--- config.mk ---
export PLATFORM = sky130hd
export DESIGN_NAME = persist_trigger_flat
export DESIGN_NICKNAME = d
export VERILOG_FILES = /design/src/rtl/persist_trigger_if.sv /design/src/rtl/persist_trigger.sv /design/src/flat_wrapper.sv
export SDC_FILE = /design/constraint.sdc
export NUM_CORES = 1
export LEC_CHECK = 0
export CAP_MARGIN = 15
export CORE_MARGIN = 1
export CORE_UTILIZATION = 45
export CTS_CLUSTER_DIAMETER = 200
export DETAILED_ROUTE_END_ITERATION = 16
export GPL_TIMING_DRIVEN = 0
export PLACE_DENSITY = 0.8
export SKIP_LAST_GASP = 1
export SYNTH_ARGS = -nofsm -noshare
export SYNTH_HDL_FRONTEND = slang
export SYNTH_SLANG_ARGS = --single-unit
export TNS_END_PERCENT = 20
--- constraint.sdc ---
create_clock -name clk -period 1.57 [get_ports clk]
set_input_delay 0.471 -clock clk [delete_from_list [all_inputs] [get_ports clk]]
set_output_delay 0.471 -clock clk [all_outputs]
set_load 0.1 [all_outputs]
--- src/rtl/persist_trigger_if.sv ---
// Handshake bundle for persist_trigger: clear and raw enables in,
// debounced levels and edge pulses out.
interface persist_trigger_if #(
   parameter int CH = 4
);
   logic          clr;
   logic [CH-1:0] ena;
   logic [CH-1:0] trigger;
   logic [CH-1:0] trig_pulse;
   logic [CH-1:0] rel_pulse;
   logic          any_trigger;

   modport master (
      output clr, ena,
      input  trigger, trig_pulse, rel_pulse, any_trigger
   );

   modport slave (
      input  clr, ena,
      output trigger, trig_pulse, rel_pulse, any_trigger
   );
endinterface

--- src/rtl/persist_trigger.sv ---
// Multi-channel persistence detector with hysteresis and rise/fall pulses.
// Ports: clk, rst_n (sync, active-low), bus (slave: clr, ena in;
// trigger, trig_pulse, rel_pulse, any_trigger out, all registered).
module persist_trigger #(
   parameter int CH      = 4,
   parameter int ON_CNT  = 4,
   parameter int OFF_CNT = 1
) (
   input  logic             clk,
   input  logic             rst_n,
   persist_trigger_if.slave bus
);
   localparam int MAXC = (ON_CNT > OFF_CNT) ? ON_CNT : OFF_CNT;
   localparam int CW   = $clog2(MAXC) + 1;
   localparam logic [CW-1:0] ON_LAST  = CW'(ON_CNT - 1);
   localparam logic [CW-1:0] OFF_LAST = CW'(OFF_CNT - 1);

   typedef enum logic {
      IDLE   = 1'b0,
      ACTIVE = 1'b1
   } state_e;

   state_e        state_q [CH];
   state_e        state_d [CH];
   logic [CW-1:0] cnt_q   [CH];
   logic [CW-1:0] cnt_d   [CH];
   logic [CH-1:0] act_q;
   logic [CH-1:0] act_d;
   logic [CH-1:0] rise_q;
   logic [CH-1:0] rise_d;
   logic [CH-1:0] fall_q;
   logic [CH-1:0] fall_d;
   logic          any_q;

   always_comb begin
      for (int i = 0; i < CH; i++) begin
         state_d[i] = state_q[i];
         cnt_d[i]   = cnt_q[i];
         rise_d[i]  = 1'b0;
         fall_d[i]  = 1'b0;
         unique case (state_q[i])
            IDLE: begin
               if (!bus.ena[i]) begin
                  cnt_d[i] = '0;
               end else if (cnt_q[i] == ON_LAST) begin
                  state_d[i] = ACTIVE;
                  cnt_d[i]   = '0;
                  rise_d[i]  = 1'b1;
               end else begin
                  cnt_d[i] = cnt_q[i] + CW'(1);
               end
            end
            ACTIVE: begin
               if (bus.ena[i]) begin
                  cnt_d[i] = '0;
               end else if (cnt_q[i] == OFF_LAST) begin
                  state_d[i] = IDLE;
                  cnt_d[i]   = '0;
                  fall_d[i]  = 1'b1;
               end else begin
                  cnt_d[i] = cnt_q[i] + CW'(1);
               end
            end
            default: begin
               state_d[i] = IDLE;
               cnt_d[i]   = '0;
            end
         endcase
      end
   end

   always_comb begin
      for (int i = 0; i < CH; i++) begin
         act_q[i] = (state_q[i] == ACTIVE);
         act_d[i] = (state_d[i] == ACTIVE);
      end
   end

   // Clear behaves exactly like reset: no release pulse is emitted.
   always_ff @(posedge clk) begin
      if (!rst_n || bus.clr) begin
         for (int i = 0; i < CH; i++) begin
            state_q[i] <= IDLE;
            cnt_q[i]   <= '0;
         end
         rise_q <= '0;
         fall_q <= '0;
         any_q  <= 1'b0;
      end else begin
         for (int i = 0; i < CH; i++) begin
            state_q[i] <= state_d[i];
            cnt_q[i]   <= cnt_d[i];
         end
         rise_q <= rise_d;
         fall_q <= fall_d;
         any_q  <= |act_d;
      end
   end

   assign bus.trigger     = act_q;
   assign bus.trig_pulse  = rise_q;
   assign bus.rel_pulse   = fall_q;
   assign bus.any_trigger = any_q;
endmodule

--- src/flat_wrapper.sv ---
// flat-port wrapper written by rule: the top's interface ports become plain ports
module persist_trigger_flat 
#(
   parameter int CH      = 4,
   parameter int ON_CNT  = 4,
   parameter int OFF_CNT = 1
)
  (clk, rst_n, bus_clr, bus_ena, bus_trigger, bus_trig_pulse, bus_rel_pulse, bus_any_trigger);
  persist_trigger_if #(.CH(CH)) bus_i ();
  input  logic clk;
  input  logic rst_n;
  input wire logic [$bits(bus_i.clr)-1:0] bus_clr;
  input wire logic [$bits(bus_i.ena)-1:0] bus_ena;
  output wire logic [$bits(bus_i.trigger)-1:0] bus_trigger;
  output wire logic [$bits(bus_i.trig_pulse)-1:0] bus_trig_pulse;
  output wire logic [$bits(bus_i.rel_pulse)-1:0] bus_rel_pulse;
  output wire logic [$bits(bus_i.any_trigger)-1:0] bus_any_trigger;
  assign bus_i.clr = bus_clr;
  assign bus_i.ena = bus_ena;
  assign bus_trigger = bus_i.trigger;
  assign bus_trig_pulse = bus_i.trig_pulse;
  assign bus_rel_pulse = bus_i.rel_pulse;
  assign bus_any_trigger = bus_i.any_trigger;
  persist_trigger #(.CH(CH), .ON_CNT(ON_CNT), .OFF_CNT(OFF_CNT)) u_core (.clk(clk), .rst_n(rst_n), .bus(bus_i));
endmodule
Word-level counts from Yosys, hierarchy flattened
Memories as Yosys holds them, arrays and structs flattened.
Cells that the tools add are included.

storage, ports and cells
  bits of input ports = 7
  output and inout port bits = 13
  bits in registers = 9
  logic and storage cells = 101
  memory bits (writable) = 16
  memories = 2

cells by class
  mux-type cells = 55
  $add $sub $neg = 4
  equality and inequality tests = 4
  bitwise operators = 12
  reduce and logical (&&, ||, !) cells = 15

memory list
  memory          depth  width  read ports  clocked after Yosys merged registers in  write ports  line                   text
  u_core.cnt_q    4      3      4           0                                        4            persist_trigger.sv:25  logic [CW-1:0] cnt_q [CH];
  u_core.state_q  4      1      4           0                                        4            persist_trigger.sv:23  state_e state_q [CH];

operators by type and width
  cell                                           number
  2-to-1 mux 3 bit                               20
  2-to-1 mux 1 bit                               27
  one-hot mux 3 bit (2 select lines)             4
  adder 3 x 1 -> 3 bit, second input constant    4
  == test 3 x 2 -> 1 bit, second input constant  4
  logical NOT 3 bit                              4
  OR reduction 3 bit                             4
  OR 1 bit                                       8
  one-hot mux 1 bit (2 select lines)             4
  OR reduction 2 bit                             4
  inverter 1 bit                                 4
  OR reduction 4 bit                             1
  logical NOT 1 bit                              1
  logical OR 1 bit                               1

Depth between registers and ports, before layout
  depth after elaboration = 5
  gate-level depth with buffers = 5
  gate-level depth less buffers = 5

Worst setup path before layout
No wires, ideal clock.

  kind = register to output
  start = register u_core.any_q, in the netlist u_core.bus.any_trigger
  end = output bus_any_trigger
  cell stages (with the launch flop) = 1
  required time = 1.099 ns
  arrival = 0.909 ns
  path slack = 0.190 ns
  cell sequence = dfxtp_1

RTL lines
  what                      line                   text
  start: declaration        persist_trigger.sv:33  logic any_q;
  start signal: assignment  persist_trigger.sv:96  any_q <= |act_d;
  end: declaration          flat_wrapper.sv:17     output wire logic [$bits(bus_i.any_trigger)-1:0] bus_any_trigger;

No word-level cell between the ends.

==> flow_summary.json <==
{
  "grt.overflow.total": 0,
  "hp-class": "reg2reg",
  "fmax_mhz": 624,
  "crit_path_end_kind": "output pin",
  "ant_nets": 0,
  "finClkSkew_ps": 10.7,
  "r2r-start": "u_core.cnt_q[0][0]$_SDFF_PP0_",
  "grt_pass1_wl_mm": 3.44,
  "ios": 20,
  "hold_buffers": 0,
  "synth.cell_area_um2": 1210,
  "fin_cells": 185,
  "dieArea_um2": 2910,
  "p_int_uw": 771,
  "routed_wl_mm": 2.13,
  "via_per_inst": 4.96,
  "worst_pin_slew_ps": 538,
  "status": "finished, violations left",
  "vdd_drop_max_mv": 0.478,
  "path_class": "reg2out",
  "place.port_buffers": 19,
  "syn_to_final_growth_pct": 18.2,
  "die-height_um": 54.0,
  "p_seq_frac": 0.638,
  "diodes": 0,
  "clock-root-buffer": "clkbuf_4",
  "first_iter_violations": 4,
  "htreeDepth": 1,
  "antenna_found_initial": 0,
  "cts_sinks": 25,
  "dr.pass1.iters": 4,
  "post_cts_buffers": 0,
  "critPathLaunch": "u_core.state_q[3]$_SDFF_PP0_",
  "setup_viol": 2,
  "cellLeakagePower_nw": 0.625,
  "r2r_cells": 5,
  "gp_congestion": 0.801,
  "final_layout_size_suffix_gt1_frac": 0.200,
  "rsz0062_at_grt": "yes",
  "regToRegSetupSlack_ps": 130,
  "ys_warn_count": 0,
  "rows": 18,
  "wl_per_cell_um": 11.5,
  "switchingPower_uw": 238,
  "cp_max_fo": 8,
  "fin_crit_sh": 1.02,
  "fin_tns_setup_ps": -39.7,
  "critPathLaunchType": "flop",
  "clk_path_buf_depth": 2,
  "finalNetCount": 179,
  "switching_share": 0.236,
  "power_density_nw_per_um2": 703,
  "clock_latency_ps": 310,
  "coreArea_um2": 2520,
  "grt_usage": 0.162,
  "dp_cells": 181,
  "violations": "setup timing",
  "seq_area_frac_synth": 0.412,
  "drv_slew": 0,
  "hold_viol": 0,
  "period_needed_ps": 1600,
  "fp.dieW_um": 54.0,
  "reg2reg_to": "u_core.bus.any_trigger$_SDFF_PP0_",
  "drv_cap": 0,
  "avgSynthCellArea_um2": 9.20,
  "place.detailed.hpwl_mm": 1.60,
  "synth-seq-cells": 25,
  "grt_max_degree": 16,
  "worstSetupEndpoint": "bus_trigger[3]",
  "critPathArrivalTime_ps": 1130,
  "syn-num-nets": 155,
  "tritoncts": "yes",
  "cp.required_ps": 1100,
  "timing.final.ws_setup_ps": -32.2,
  "initial_utilization": 0.482,
  "via_count": 918,
  "grt_pass1_vias": 831,
  "fillers": 241,
  "clk_pin_slew_worst_paths_ps": 150,
  "synthCells": 132,
  "slew_headroom": 0.641,
  "p_comb_frac": 0.070,
  "power_frac_clock": 0.292,
  "drc": 0,
  "ys_types": 30,
  "numCtsBuffers": 3
}
routing by layer:
metal / wire length, um / part of all wire / track usage
met4: 33 / 0.016 / 0.0395
met1: 941 / 0.44 / 0.188
met2: 1070 / 0.50 / 0.305
met5: 0 / 0 / 0
met3: 80 / 0.038 / 0.0254
power groups by stage:
stage / sequential, mW / clock [mW] / combinational [mW]
global route: 0.645 / 0.331 / 0.0795
CTS: 0.644 / 0.300 / 0.0712
detailed placement: 0.658 / 0 / 0.0711
global placement: 0.657 / 0 / 0.0690
finish: 0.644 / 0.295 / 0.0707
floorplan: 0.657 / 0 / 0.0403
metrics by stage:
stage / power (mW) / cell area [um^2] / hold slack, ps / worst slack, ps / util
3_5_place_dp: 0.729 / 1440 / 451 / -589 / 0.572
5_1_grt: 1.06 / 1440 / 505 / -78.5 / 0.569
4_1_cts: 1.02 / 1470 / 470 / -99.3 / 0.582
2_1_floorplan: 0.698 / 1210 / 430 / 190 / -
6_report: 1.01 / 1440 / 466 / -32.2 / 0.569
3_3_place_gp: 0.726 / 1440 / 442 / -588 / 0.572
flip-flops by register name, indices dropped and copies added (netlist names):
name                    count
u_core.bus.any_trigger      1
u_core.bus.rel_pulse        4
u_core.cnt_q               12
u_core.bus.trig_pulse       4
u_core.state_q              4
cell families after synthesis:
family	after synthesis	share of synthesized area
buffers and inverters	24	0.0886
adders and majority gates	16	0.165
AOI/OAI and AO/OA	19	0.101
and+or+nand+nor	48	0.234
DFF	25	0.412
area by class of cell:
cell class	instances	area, um^2	area share
multi-input combinational	83	607	0.422
sequential	25	504	0.351
timing repair buffer	19	150	0.105
clock buffer	3	22.5	0.0157
tap	30	37.5	0.0261
buffer	6	40.0	0.0279
clock inverter	1	7.51	0.00523
inverter	18	67.6	0.0470
critical path, stage by stage (launching register included):
cell and delay, ps:
dfxtp_2 420, buf_4 120, buf_4 270
how the worst min path moves through the flow:
| stage | cells after the start | slack (ps) | to | startpoint |
|---|---|---|---|---|
| after CTS | 1 | 470 | u_core.cnt_q[1][0]$_SDFF_PP0_ | u_core.cnt_q[1][0]$_SDFF_PP0_ |
| after global placement | 1 | 440 | u_core.cnt_q[1][0]$_SDFF_PP0_ | u_core.cnt_q[1][0]$_SDFF_PP0_ |
| final | 1 | 470 | u_core.cnt_q[1][0]$_SDFF_PP0_ | u_core.cnt_q[1][0]$_SDFF_PP0_ |
| after floorplan | 1 | 430 | u_core.cnt_q[0][0]$_SDFF_PP0_ | u_core.cnt_q[0][0]$_SDFF_PP0_ |
| after global routing | 1 | 510 | u_core.cnt_q[0][0]$_SDFF_PP0_ | u_core.cnt_q[0][0]$_SDFF_PP0_ |
| after detailed placement | 1 | 450 | u_core.cnt_q[1][0]$_SDFF_PP0_ | u_core.cnt_q[1][0]$_SDFF_PP0_ |
cell usage after synthesis (all sizes together):
cell type	number	area, um^2
dfxtp	25	500
inv	18	67.6
ha	16	200
a21oi	9	48.8
nand2b	8	57.6
buf	6	40.0
nand2	6	22.5
nor2	6	22.5
nor2b	6	37.5
and3	5	31.3
nor3	5	25.0
nor3b	4	30.0
o21a	3	22.5
and2b	2	16.3
nand3b	2	15.0
a21o	1	8.76
a22oi	1	7.51
a2bb2oi	1	8.76
a31oi	1	6.26
a41oi	1	8.76
nand3	1	5.00
nor4	1	6.26
o21ai	1	5.00
o22ai	1	6.26
or2b	1	8.76
or3	1	6.26
repair_timing:
action,CTS,global route
cloned,0,0
endpoints found under the setup margin,13,12
resized for setup,61,15
placed cells by master (no fill, tap or decap), drive strengths merged, types with 2 or more instances in the layout:
master | netlist | final
inv | 18 | 18
nand3b | 2 | 2
and2b | 2 | 2
clkdlybuf4s50 | 0 | 6
nand2 | 6 | 6
a21oi | 9 | 9
clkbuf | 0 | 3
dfxtp | 25 | 25
buf | 6 | 19
nor2b | 6 | 6
and3 | 5 | 5
ha | 16 | 16
o21a | 3 | 3
nand2b | 8 | 8
nor3b | 4 | 4
nor2 | 6 | 6
nor3 | 5 | 5
Note: power is estimated with default switching activity, not from simulation.
